### src/rtl/serial_msg_arbiter.sv
// serial_msg_arbiter
// Shares one 32-bit put channel into the serial bridge among NUM_CHANNELS
// requesters. Each granted packet goes out as one framing header word
// {HDR_MAGIC, 4'h0, chan, 8'h00, len} followed by len payload words taken
// straight from the owner. A packet is never preempted once granted.
// Build option: define SERIAL_ARB_FIXED_PRIO_EN to pick the lowest-index
// requester instead of rotating round-robin (rr_ptr then stays at 0).
module serial_msg_arbiter #(
  parameter int         NUM_CHANNELS = 4,
  parameter logic [7:0] HDR_MAGIC    = 8'hA5
) (
  input  logic                       sys_clk_pin,
  input  logic                       sys_rst_pin,
  input  logic [NUM_CHANNELS-1:0]    req_valid,
  input  logic [8*NUM_CHANNELS-1:0]  req_len,
  input  logic [32*NUM_CHANNELS-1:0] req_data,
  output logic [NUM_CHANNELS-1:0]    req_ready,
  output logic [NUM_CHANNELS-1:0]    grant,
  input  logic                       feeder_put_rdy,
  output logic                       feeder_put_en,
  output logic [31:0]                feeder_put_data,
  output logic                       busy
);

  typedef enum logic [1:0] {S_IDLE, S_HEADER, S_PAYLOAD} state_t;

  state_t                  r_state;
  state_t                  w_state_nxt;
  logic [NUM_CHANNELS-1:0] r_grant;
  logic [3:0]              r_chan;
  logic [3:0]              r_rr_ptr;
  logic [7:0]              r_len;
  logic [7:0]              r_count;

  logic                    w_found;
  logic [3:0]              w_win;
  logic [NUM_CHANNELS-1:0] w_win_oh;
  logic [7:0]              w_win_len;
  logic [31:0]             w_owner_data;
  logic                    w_owner_valid;
  logic                    w_hdr_xfer;
  logic                    w_pay_xfer;

  // Winner search: first requester at or above rr_ptr, else wrap to the lowest.
  // With rr_ptr pinned at 0 this is plain lowest-index priority.
  always_comb begin
    w_found = 1'b0;
    w_win   = '0;
    for (int j = 0; j < NUM_CHANNELS; j++) begin
      if (!w_found && req_valid[j] && (j >= int'(r_rr_ptr))) begin
        w_found = 1'b1;
        w_win   = 4'(j);
      end
    end
    for (int j = 0; j < NUM_CHANNELS; j++) begin
      if (!w_found && req_valid[j]) begin
        w_found = 1'b1;
        w_win   = 4'(j);
      end
    end
  end

  // Per-channel muxes: winner's length/one-hot, and the current owner's word.
  always_comb begin
    w_win_oh      = '0;
    w_win_len     = '0;
    w_owner_data  = '0;
    w_owner_valid = 1'b0;
    for (int j = 0; j < NUM_CHANNELS; j++) begin
      w_win_oh[j] = (w_win == 4'(j));
      if (w_win == 4'(j)) w_win_len = req_len[8*j +: 8];
      if (r_grant[j]) begin
        w_owner_data  = req_data[32*j +: 32];
        w_owner_valid = req_valid[j];
      end
    end
  end

  // State register.
  always_ff @(posedge sys_clk_pin or negedge sys_rst_pin) begin
    if (!sys_rst_pin) r_state <= S_IDLE;
    else              r_state <= w_state_nxt;
  end

  // Next state and bus-side outputs; nothing is driven outside HEADER/PAYLOAD.
  always_comb begin
    w_state_nxt     = r_state;
    feeder_put_en   = 1'b0;
    feeder_put_data = '0;
    req_ready       = '0;
    w_hdr_xfer      = 1'b0;
    w_pay_xfer      = 1'b0;
    case (r_state)
      S_IDLE: begin
        if (w_found) w_state_nxt = S_HEADER;
      end
      S_HEADER: begin
        feeder_put_data = {HDR_MAGIC, 4'h0, r_chan, 8'h00, r_len};
        w_hdr_xfer      = feeder_put_rdy;
        feeder_put_en   = w_hdr_xfer;
        if (w_hdr_xfer) w_state_nxt = (r_len == 8'd0) ? S_IDLE : S_PAYLOAD;
      end
      S_PAYLOAD: begin
        feeder_put_data = w_owner_data;
        w_pay_xfer      = w_owner_valid & feeder_put_rdy;
        feeder_put_en   = w_pay_xfer;
        req_ready       = r_grant & {NUM_CHANNELS{w_pay_xfer}};
        if (w_pay_xfer && (r_count == 8'd1)) w_state_nxt = S_IDLE;
      end
      default: w_state_nxt = S_IDLE;
    endcase
  end

  // Grant, packet length/remaining count and the rotation pointer.
  always_ff @(posedge sys_clk_pin or negedge sys_rst_pin) begin
    if (!sys_rst_pin) begin
      r_grant  <= '0;
      r_chan   <= '0;
      r_len    <= '0;
      r_count  <= '0;
      r_rr_ptr <= '0;
    end else begin
      case (r_state)
        S_IDLE: begin
          if (w_found) begin
            r_grant <= w_win_oh;
            r_chan  <= w_win;
            r_len   <= w_win_len;
`ifdef SERIAL_ARB_FIXED_PRIO_EN
            r_rr_ptr <= '0;
`else
            r_rr_ptr <= (w_win == 4'(NUM_CHANNELS - 1)) ? 4'd0 : (w_win + 4'd1);
`endif
          end
        end
        S_HEADER: begin
          if (w_hdr_xfer) begin
            if (r_len == 8'd0) r_grant <= '0;
            else               r_count <= r_len;
          end
        end
        S_PAYLOAD: begin
          if (w_pay_xfer) begin
            r_count <= r_count - 8'd1;
            if (r_count == 8'd1) r_grant <= '0;
          end
        end
        default: ;
      endcase
    end
  end

  assign grant = r_grant;
  assign busy  = (r_state != S_IDLE);

endmodule

### config.mk
export PLATFORM = sky130hd
export DESIGN_NAME = serial_msg_arbiter
export DESIGN_NICKNAME = d
export VERILOG_FILES = /design/src/rtl/serial_msg_arbiter.sv
export SDC_FILE = /design/constraint.sdc
export NUM_CORES = 1
export LEC_CHECK = 0
export ABC_AREA = 1
export CELL_PAD_IN_SITES_DETAIL_PLACEMENT = 0
export CELL_PAD_IN_SITES_GLOBAL_PLACEMENT = 1
export CORE_ASPECT_RATIO = 0.9
export CORE_MARGIN = 10
export CORE_UTILIZATION = 23
export CTS_CLUSTER_DIAMETER = 200
export DETAILED_ROUTE_END_ITERATION = 10
export GPL_TIMING_DRIVEN = 0
export PLACE_DENSITY_LB_ADDON = 0.05
export RECOVER_POWER = 25
export SYNTH_ARGS = -nofsm -noshare
export SYNTH_HDL_FRONTEND = slang
export SYNTH_SLANG_ARGS = --single-unit
### constraint.sdc
create_clock -name sys_clk_pin -period 3 [get_ports sys_clk_pin]
set_input_delay 0.6 -clock sys_clk_pin [delete_from_list [all_inputs] [get_ports sys_clk_pin]]
set_output_delay 0.6 -clock sys_clk_pin [all_outputs]
set_load 0.05 [all_outputs]
==> metrics.cfg, run 1 <==
[synth]
synth_top_family_by_area = compound AO/OA/AOI/OAI gates
synth_warnings = 0
synth_fa_ha_area_share_pct = 3.89
syn-num-nets = 728
synth_xor_area_share_pct = 0.272
netlist-cell-type-count = 33
synth_compound_area_share_pct = 35.3
ys_seq_area_share_pct = 20.2
syn-mean-instance-area_sq_um = 5.84
synthFlopType = dfrtp_1
synth_edf_count = 0
synth_mux_area_share_pct = 0
async_reset_ff_share_pct = 100
synth_cells = 551
netlist_area_sq_mm = 0.00322
yosys.area_share.simple_pct = 30.3
synth_seq_cells = 26

[floorplanning]
coreArea_sq_mm = 0.0135
io_pins = 209
die_w_um = 145
num_rows = 40
dieArea_sq_mm = 0.0191
die_y_um = 132
start_util_pct = 23.8

[run_status]
status = finished, violations left
violations = capacitance limit, slew limit

[final_layout]
fin_util_pct = 41.3
diodes = 0
nets = 940
stdcell_area_sq_mm = 0.00558
multiInputGateArea_sq_mm = 0.00226
seq_area_sq_um = 651
drive_gt1_share_pct = 11.3
mostFrequentLayoutCell = clkdlybuf4s50_1
nFillCells = 1493
mostFrequentLayoutCells = 170 x clkdlybuf4s50_1, 114 x nand2_1, 88 x a21oi_1, 88 x nor2_1, 48 x o21ai_0
syn2layout_area_growth_pct = 73.4

[worst_hold_path]
hp-class = reg2reg

[drt]
routed_wl_um = 16900
drt_iter0_drc = 185
drc = 0
antenna_left = 0
dr.pass1.iters = 5
num_vias = 4439
wl_per_cell_um = 18.2
routed_via_density = 4.77

[setup_path]
cp.arrival_ns = 2.31
startpoint_type = flop
critical_path_class = reg2out
path_max_fanout = 10
cp-end-kind = primary output
cp.required_ns = 2.40

[sta]
final-max-slew-violation-count = 26
setup_viol = 0
rsz0062_at_grt = no
worstMarginPinSlew_ns = 1.50
period_needed_ns = 2.91
fin_ws_ns = 0.0880
slew_headroom_pct = -0.0883
fin_skew_ns = 0.00452
finalCritPeriodShare_pct = 97.1
hold_viol = 0
fmax_ghz = 0.343
holdWs_ns = 0.490

[global_routing]
grt_pass1_wl_um = 25800
grt_antenna_before_repair = 0
grt_pass1_vias = 4478
grt_overflow = 0
grt_usage_pct = 16.7
grt_max_degree = 27

[power]
p_leak_uw = 0.00230
p_per_area_mw_per_mm2 = 796
ir_drop_mv = 0.440

[cts]
clock_latency_ns = 0.26
cts-buffers-inserted = 3
cts.clk_slew.worst_paths_ns = 0.07
htreeDepth = 1
cts.sink_count = 26
cts_tree = done
cts_max_path_buffers = 2
clock-root-buffer = clkbuf_16

[placed_design]
placed_area_sq_mm = 0.00551
gp_congestion = 0.821
hpwl_um = 14300
port_buffers = 208
detailedPlace.worstSlack_ns = -0.381

[flow_run]
max-cap-violations = 1

layout make-up:
type,count,share of cell area (%)
multi-input combinational,449,40.5
tap,168,3.77
buffer,38,3.48
timing repair buffer,209,36.2
inverter,36,2.47
clock buffer,3,1.35
clock inverter,1,0.538
sequential,26,11.7
metrics by stage:
| stage | TNS [ns] | std cells | total power, uW |
|---|---|---|---|
| floorplan | 0 | 551 | 2940 |
| global placement | -8.18 | 927 | 4060 |
| detailed placement | -8.60 | 927 | 4100 |
| CTS | 0 | 931 | 4460 |
| global route | 0 | 930 | 4890 |
| finish | 0 | 930 | 4440 |
worst paths after layout:
kind,end,cells after the start,slack (ns),from
worst max-delay path,feeder_put_data[31],8,0.09,grant[1]$_DFFE_PN0P_
worst min-delay path,r_count[1]$_DFFE_PN0P_,2,0.49,r_count[1]$_DFFE_PN0P_
worst max register to register,r_len[0]$_DFFE_PN0P_,11,0.73,r_rr_ptr[1]$_DFFE_PN0P_
worst min register to register,r_count[1]$_DFFE_PN0P_,2,0.49,r_count[1]$_DFFE_PN0P_
max in group asynchronous,r_len[5]$_DFFE_PN0P_,1,1.43,sys_rst_pin
min in group asynchronous,r_rr_ptr[0]$_DFFE_PN0P_,1,0.69,sys_rst_pin
layer usage:
metal	share of wire, %	track usage [%]
met1	45	21.7
met3	7.0	3.96
met5	0	0
met4	0.83	1.80
met2	47	28.0
Yosys cell counts, types with 2 or more instances:
library cell	instances	area, sq um
buf_4	3	22.5
nor2_2	2	12.5
o21ai_2	6	52.6
nand4_1	6	37.5
nand2_1	114	428
dfrtp_1	26	651
nor2_1	88	330
ha_1	10	125
nand2_2	5	31.3
nand3_2	2	20.0
nand3_1	18	90.1
buf_2	7	35.0
o21ai_0	48	240
o31ai_1	13	97.6
o211ai_1	23	173
clkbuf_1	25	93.8
buf_6	2	22.5
a21oi_1	88	440
clkinv_1	3	11.3
buf_1	3	11.3
o21ai_1	17	85.1
inv_1	31	116
sequential cells by signal, indices dropped and copies added, names as in the netlist:
register  cells
r_rr_ptr      2
r_len         8
grant         4
r_chan        2
r_count       8
r_state       2
logic make-up after synthesis:
group           count (synthesis)
xor+xnor                        1
compound gates                200
fa+ha+maj                      10
simple gates                  238
flops                          26
buf+inv                        76
critical path, stage by stage, from the launching register on:
cell and delay [ns]:
dfrtp_1 0.40, buf_4 0.18, inv_4 0.10, buf_2 0.22, nor2_1 0.06, o31ai_1 0.42
nand2_1 0.10, a21oi_1 0.17, clkdlybuf4s15_2 0.40
power by group:
part | internal (uW) | switching [uW] | leakage, uW
Clock | 266 | 131 | 0.0000511
Sequential | 509 | 170 | 0.000329
Combinational | 1150 | 2210 | 0.00192
timing repair:
| action | CTS | global route |
|---|---|---|
| endpoints found under the setup margin | 39 | 39 |
| hold buffers | 0 | 0 |
| pin swaps | 0 | 1 |
| resized for setup | 95 | 44 |
| gates cloned | 0 | 0 |
| setup buffers | 0 | 1 |
(Power assumes the default switching activity.)
==> run 2: changes to the inputs <==
--- a/config.mk
+++ b/config.mk
@@ -12,9 +12,10 @@
 export CORE_MARGIN = 10
 export CORE_UTILIZATION = 23
 export CTS_CLUSTER_DIAMETER = 200
+export CTS_CLUSTER_SIZE = 24
 export DETAILED_ROUTE_END_ITERATION = 10
 export GPL_TIMING_DRIVEN = 0
-export PLACE_DENSITY_LB_ADDON = 0.05
+export PLACE_DENSITY = 0.91
 export RECOVER_POWER = 25
 export SYNTH_ARGS = -nofsm -noshare
 export SYNTH_HDL_FRONTEND = slang
==> run 2 against run 1 <==
The run now ends clean. Highest routed layer unchanged. Non-clock buffer count did not move. Utilization down 0.61 points. Setup slack improved by 0.061 ns. Critical path depth down 1. Total power down 2.0%. Die area did not move.
==> metrics.cfg, run 2 (synthesized netlist as in run 1, its figures left out) <==
[cts]
clock_latency_ns = 0.26  ; about the same
cts.clk_slew.worst_paths_ns = 0.07  ; about the same
cts-buffers-inserted = 3  ; unchanged
ctsHoldBuffers = 0  ; unchanged
cts.sink_count = 26  ; unchanged
clock-root-buffer = clkbuf_16  ; unchanged
cts_tree = done  ; unchanged
htreeDepth = 1  ; unchanged
cts_max_path_buffers = 2  ; unchanged

[setup_path]
cp.required_ns = 2.40  ; about the same
r2r_start = r_rr_ptr[1]$_DFFE_PN0P_  ; unchanged
r2r_cells = 15  ; was 11
path_max_fanout = 10  ; unchanged
slowest_stage = dfrtp_1  ; was o31ai_1
critical_path_class = reg2out  ; unchanged
critical_path.top_delay_family = buffers and inverters  ; unchanged
crit_buf_inv = 4  ; unchanged
worstReg2RegEnd = r_len[4]$_DFFE_PN0P_  ; was r_len[0]$_DFFE_PN0P_
path_common_cell = buf_2
worstPathCellList = inv_1, ha_1, buf_2, buf_2, o211ai_1, a21oi_1, buf_2  ; was buf_4, inv_4, buf_2, nor2_1, o31ai_1, nand2_1, a21oi_1, clkdlybuf4s15_2
cp_slowest_stage_delay_ns = 0.41  ; was 0.42 ns
cp.arrival_ns = 2.25  ; was 2.31 ns
reg2reg_slack_ns = 0.74  ; was 0.73 ns
cp-end-kind = primary output  ; unchanged
startpoint_type = flop  ; unchanged

[floorplanning]
num_rows = 40  ; unchanged
die_w_um = 145  ; unchanged
die_y_um = 132  ; unchanged
coreArea_sq_mm = 0.0135  ; unchanged
dieArea_sq_mm = 0.0191  ; unchanged
start_util_pct = 23.8  ; unchanged
io_pins = 209  ; unchanged

[global_routing]
grt_antenna_before_repair = 0  ; unchanged
met3_usage_pct = 4.14  ; was 3.96%
grt_overflow = 0  ; unchanged
grt_usage_pct = 16.1  ; was 16.7%
grt_use_met1_pct = 21.1  ; was 21.7%
use_met2_pct = 25.6  ; was 28.0%
grt_max_degree = 27  ; unchanged
top_usage_layer = met2  ; unchanged
grt_pass1_wl_um = 24900  ; was 25800 um
grt_pass1_vias = 4408  ; was 4478

[worst_hold_path]
holdPathEnd = r_count[1]$_DFFE_PN0P_  ; unchanged
whs_path_depth = 2  ; unchanged
hp-start = r_count[1]$_DFFE_PN0P_  ; unchanged
hp-class = reg2reg  ; unchanged

[sta]
fin_ws_ns = 0.149  ; was 0.0880 ns
fin_setup_tns_ns = 0  ; unchanged
rsz0062_at_grt = yes  ; was no
fmax_ghz = 0.351  ; was 0.343 GHz
finalCritPeriodShare_pct = 95.0  ; was 97.1%
period_needed_ns = 2.85  ; was 2.91 ns
fin_skew_ns = 0.00346  ; was 0.00452 ns
final-max-slew-violation-count = 0  ; was 26
slew_headroom_pct = 6.25  ; was -0.0883%
worstMarginPinSlew_ns = 1.41  ; was 1.50 ns
hold_viol = 0  ; unchanged
setup_viol = 0  ; unchanged

[final_layout]
mostFrequentLayoutCell = clkdlybuf4s50_1  ; unchanged
diodes = 0  ; unchanged
seq_area_sq_um = 651  ; unchanged
drive_gt1_share_pct = 11.4  ; was 11.3%
multiInputGateArea_sq_mm = 0.00226  ; unchanged
mostFrequentLayoutCells = 170 x clkdlybuf4s50_1, 114 x nand2_1, 88 x a21oi_1, 88 x nor2_1, 48 x o21ai_0  ; unchanged
nFillCells = 1456  ; was 1493
nets = 940  ; unchanged
syn2layout_area_growth_pct = 70.8  ; was 73.4%

[flow_run]
max-cap-violations = 0  ; was 1

[power]
p_per_area_mw_per_mm2 = 792  ; was 796 mW/mm^2
p_leak_uw = 0.00230  ; about the same
ir_drop_mv = 0.301  ; was 0.440 mV

[placed_design]
gp_congestion = 0.891  ; was 0.821
detailedPlace.worstSlack_ns = -0.417  ; was -0.381 ns
port_buffers = 208  ; unchanged
hpwl_um = 13800  ; was 14300 um

[run_status]
status = finished clean  ; was finished, violations left

[drt]
antenna_left = 0  ; unchanged
wl_per_cell_um = 17.9  ; was 18.2 um
num_vias = 4531  ; was 4439
routed_via_density = 4.87  ; was 4.77
dr.pass1.iters = 5  ; unchanged
drt_iter0_drc = 272  ; was 185
routed_wl_um = 16600  ; was 16900 um
drc = 0  ; unchanged

==> run 2: changes by cell type in the layout (fill, tap and decap cells not counted), sizes merged <==
cell | before | now
buf | 20 | 24
bufinv | 1 | 0
clkbuf | 39 | 47
clkdlybuf4s15 | 17 | 7
clkdlybuf4s18 | 2 | 1
clkinv | 3 | 2
clkinvlp | 0 | 1
==> run 2: stage by stage <==
step           util (%)  total power [uW]  cells  area (sq um)  hold WS, ns
6_report           40.7              4350    930          5500        0.488
3_3_place_gp       40.8              4050    927          5510        0.468
3_5_place_dp       40.8              4070    927          5510        0.475
4_1_cts            41.5              4360    931          5610        0.491
5_1_grt            40.7              4750    930          5500        0.523
2_1_floorplan         -              2940    551          3220        0.304
==> run 2: layout make-up <==
| class | instances | area share [%] |
|---|---|---|
| Timing Repair Buffer | 209 | 35.6 |
| Sequential cell | 26 | 11.8 |
| Buffer | 38 | 3.48 |
| Inverter | 36 | 2.57 |
| Tap cell | 168 | 3.83 |
| Clock buffer | 4 | 1.62 |
| Multi-Input combinational cell | 449 | 41.1 |
==> run 2: worst max-delay path by stage <==
stage | start | to | slack [ns] | cells past startpoint
2_1_floorplan | grant[0]$_DFFE_PN0P_ | feeder_put_data[0] | 0.18 | 6
3_3_place_gp | feeder_put_rdy | req_ready[0] | -0.44 | 6
3_5_place_dp | feeder_put_rdy | req_ready[0] | -0.42 | 6
4_1_cts | req_valid[2] | r_len[4]$_DFFE_PN0P_ | 0.0003 | 16
5_1_grt | req_valid[2] | r_len[2]$_DFFE_PN0P_ | -0.006 | 11
6_report | r_state[0]$_DFFE_PN0P_ | feeder_put_data[1] | 0.15 | 7
==> run 2: power by group <==
| part | switching (uW) | internal [uW] |
|---|---|---|
| clock network | 129 | 205 |
| registers | 166 | 509 |
| logic | 2210 | 1130 |
| total | 2510 | 1840 |
==> run 2: timing repair <==
action | CTS | global route
buffers inserted | 0 | 1
setup endpoints to repair | 41 | 43
gates resized for setup | 81 | 65
pin swaps | 0 | 1
==> run 2: worst register-to-register path: cells and delay by family, from the launching register on <==
kind	cells	cell delay, ns
buf+inv	1	0.10
simple gates	10	1.04
fa+ha+maj	1	0.28
flops	1	0.42
compound gates	3	0.37
==> run 2: layer usage <==
metal	part of all wire, %	vias to the layer above	wire length [um]
met5	0	-	0
met1	44	2054	7350
met2	44	183	7330
li1	-	2281	-
met4	1.4	0	240
met3	10	13	1720
==> run 3: changes to the inputs <==
--- a/config.mk
+++ b/config.mk
@@ -6,7 +6,7 @@
 export NUM_CORES = 1
 export LEC_CHECK = 0
 export ABC_AREA = 1
-export CELL_PAD_IN_SITES_DETAIL_PLACEMENT = 0
+export CELL_PAD_IN_SITES_DETAIL_PLACEMENT = 1
 export CELL_PAD_IN_SITES_GLOBAL_PLACEMENT = 1
 export CORE_ASPECT_RATIO = 0.9
 export CORE_MARGIN = 10
==> run 3 against run 2 <==
Register-to-register slack lost 0.04 ns. Fmax is essentially flat. Critical path depth shrank 1. Total power grew 4.2%. Setup slack lost 0.0013 ns. Clock power grew 18%. Cell count shrank 0.11%.
==> metrics.cfg, run 3 (synthesized netlist as in run 1, its figures left out) <==
[drt]
drt_iter0_drc = 196  ; was 272
dr.pass1.iters = 4  ; was 5
drc = 0  ; unchanged
num_vias = 4653  ; was 4531
routed_via_density = 5.01  ; was 4.87
wl_per_cell_um = 19.8  ; was 17.9 um
antenna_left = 0  ; unchanged
routed_wl_um = 18400  ; was 16600 um

[floorplanning]
die_w_um = 145  ; unchanged
num_rows = 40  ; unchanged
die_y_um = 132  ; unchanged
dieArea_sq_mm = 0.0191  ; unchanged
start_util_pct = 23.8  ; unchanged
io_pins = 209  ; unchanged
coreArea_sq_mm = 0.0135  ; unchanged

[global_routing]
grt_pass1_vias = 4986  ; was 4408
grt_overflow = 0  ; unchanged
grt_antenna_before_repair = 0  ; unchanged
grt_usage_pct = 18.4  ; was 16.1%
grt_max_degree = 27  ; unchanged
grt_pass1_wl_um = 28400  ; was 24900 um

[sta]
fin_setup_tns_ns = 0  ; unchanged
setup_viol = 0  ; unchanged
period_needed_ns = 2.85  ; about the same
fmax_ghz = 0.351  ; about the same
holdWs_ns = 0.496  ; was 0.488 ns
final-max-slew-violation-count = 0  ; unchanged
fin_skew_ns = 0.00527  ; was 0.00346 ns
hold_viol = 0  ; unchanged
finalCritPeriodShare_pct = 95.1  ; was 95.0%
worstMarginPinSlew_ns = 1.21  ; was 1.41 ns
slew_headroom_pct = 19.0  ; was 6.25%

[final_layout]
mostFrequentLayoutCell = clkdlybuf4s50_1  ; unchanged
stdcell_area_sq_mm = 0.00557  ; was 0.00550 sq mm
nets = 939  ; was 940
diodes = 0  ; unchanged
fin_util_pct = 41.2  ; was 40.7%
drive_gt1_share_pct = 11.4  ; about the same
mostFrequentLayoutCells = 170 x clkdlybuf4s50_1, 114 x nand2_1, 88 x a21oi_1, 88 x nor2_1, 47 x o21ai_0  ; was 170 x clkdlybuf4s50_1, 114 x nand2_1, 88 x a21oi_1, 88 x nor2_1, 48 x o21ai_0
syn2layout_area_growth_pct = 73.2  ; was 70.8%

[power]
power_frac_comb_pct = 76.2  ; was 76.8%
internal-power_uw = 1940  ; was 1840 uW
clkPwrFrac_pct = 8.7  ; was 7.7%
ir_drop_mv = 0.297  ; was 0.301 mV
power_uw = 4530  ; was 4350 uW
seqPwrFrac_pct = 15.1  ; was 15.5%
switchingPower_uw = 2590  ; was 2510 uW
p_leak_uw = 0.00230  ; about the same
p_per_area_mw_per_mm2 = 813  ; was 792 mW/mm^2
p_sw_share_pct = 57.3  ; was 57.6%

[placed_design]
gp_congestion = 0.891  ; unchanged
port_buffers = 208  ; unchanged
placed_area_sq_mm = 0.00551  ; unchanged
hpwl_um = 15400  ; was 13800 um

[setup_path]
path_max_fanout = 1  ; was 10
cp.required_ns = 2.40  ; about the same
critical_path_class = in2out  ; was reg2out
cp.arrival_ns = 2.25  ; about the same
startpoint_type = primary input  ; was flop
cp-end-kind = primary output  ; unchanged

[flow_run]
max-cap-violations = 0  ; unchanged

[run_status]
status = finished clean  ; unchanged

[cts]
cts.clk_slew.worst_paths_ns = 0.07  ; about the same
cts.sink_count = 26  ; unchanged
cts-buffers-inserted = 3  ; unchanged
clock_latency_ns = 0.27  ; was 0.26 ns
cts_max_path_buffers = 2  ; unchanged
htreeDepth = 1  ; unchanged
clock-root-buffer = clkbuf_16  ; unchanged
cts_tree = done  ; unchanged

[worst_hold_path]
hp-class = reg2reg  ; unchanged

==> run 3: changes by cell type in the layout (fill, tap and decap cells not counted), sizes merged <==
cell,before,now
clkbuf,47,27
bufinv,0,1
buf,24,32
dlygate4sd3,0,1
clkdlybuf4s18,1,4
clkdlybuf4s15,7,13
==> run 3: layout make-up <==
cell class | instances | area (sq um)
well taps | 168 | 210
multi-input cells | 449 | 2260
inverters | 36 | 141
clock buffers | 3 | 75.1
repair buffers | 209 | 2020
flip-flops and latches | 26 | 651
clock inverters | 1 | 30.0
fillers | 1745 | 7940
plain buffers | 37 | 189
==> run 3: final timing paths <==
path,end,cells past startpoint,from,slack (ns)
max,feeder_put_data[26],6,req_data[58],0.15
min,r_count[1]$_DFFE_PN0P_,2,r_count[1]$_DFFE_PN0P_,0.50
max reg2reg,r_len[2]$_DFFE_PN0P_,17,r_rr_ptr[1]$_DFFE_PN0P_,0.70
min reg2reg,r_count[1]$_DFFE_PN0P_,2,r_count[1]$_DFFE_PN0P_,0.50
max in group asynchronous,grant[2]$_DFFE_PN0P_,1,sys_rst_pin,1.24
min in group asynchronous,r_len[5]$_DFFE_PN0P_,1,sys_rst_pin,1.04
==> run 3: power groups by stage <==
stage / Clock (uW) / Combinational, uW / Sequential [uW]
3_5_place_dp: 0 / 3470 / 683
5_1_grt: 412 / 3840 / 705
2_1_floorplan: 0 / 2290 / 659
3_3_place_gp: 0 / 3370 / 677
4_1_cts: 400 / 3460 / 680
6_report: 394 / 3450 / 685
==> run 3: routing by layer <==
layer	vias up	part of all wire [%]	global-route usage [%]	routed length [um]
met5	-	0	0	0
met4	0	1.4	3.70	255
met3	14	9.3	4.83	1700
met2	176	46	30.8	8490
met1	2182	43	22.9	7930
li1	2281	-	-	-
==> run 3: worst max-delay path, cell delays in order <==
cell,delay [ns]
clkdlybuf4s50_1,0.51
nor2_1,0.07
o31ai_1,0.23
nand2_1,0.07
a21oi_1,0.18
dlygate4sd2_1,0.59
==> run 3: metrics by stage <==
stage / cells / setup WS, ns
floorplan: 551 / 0.180
global placement: 927 / -0.440
detailed placement: 927 / -0.466
CTS: 931 / 0.00113
global route: 929 / -0.000273
finish: 929 / 0.147
==> run 3: what timing repair did <==
item                                   CTS  global route
gates resized for setup                134            37
setup endpoints to repair               44            43
pin swaps                                1             0
hold buffers                             0             0
setup buffers                            1             0
endpoints found under the hold margin    0             0
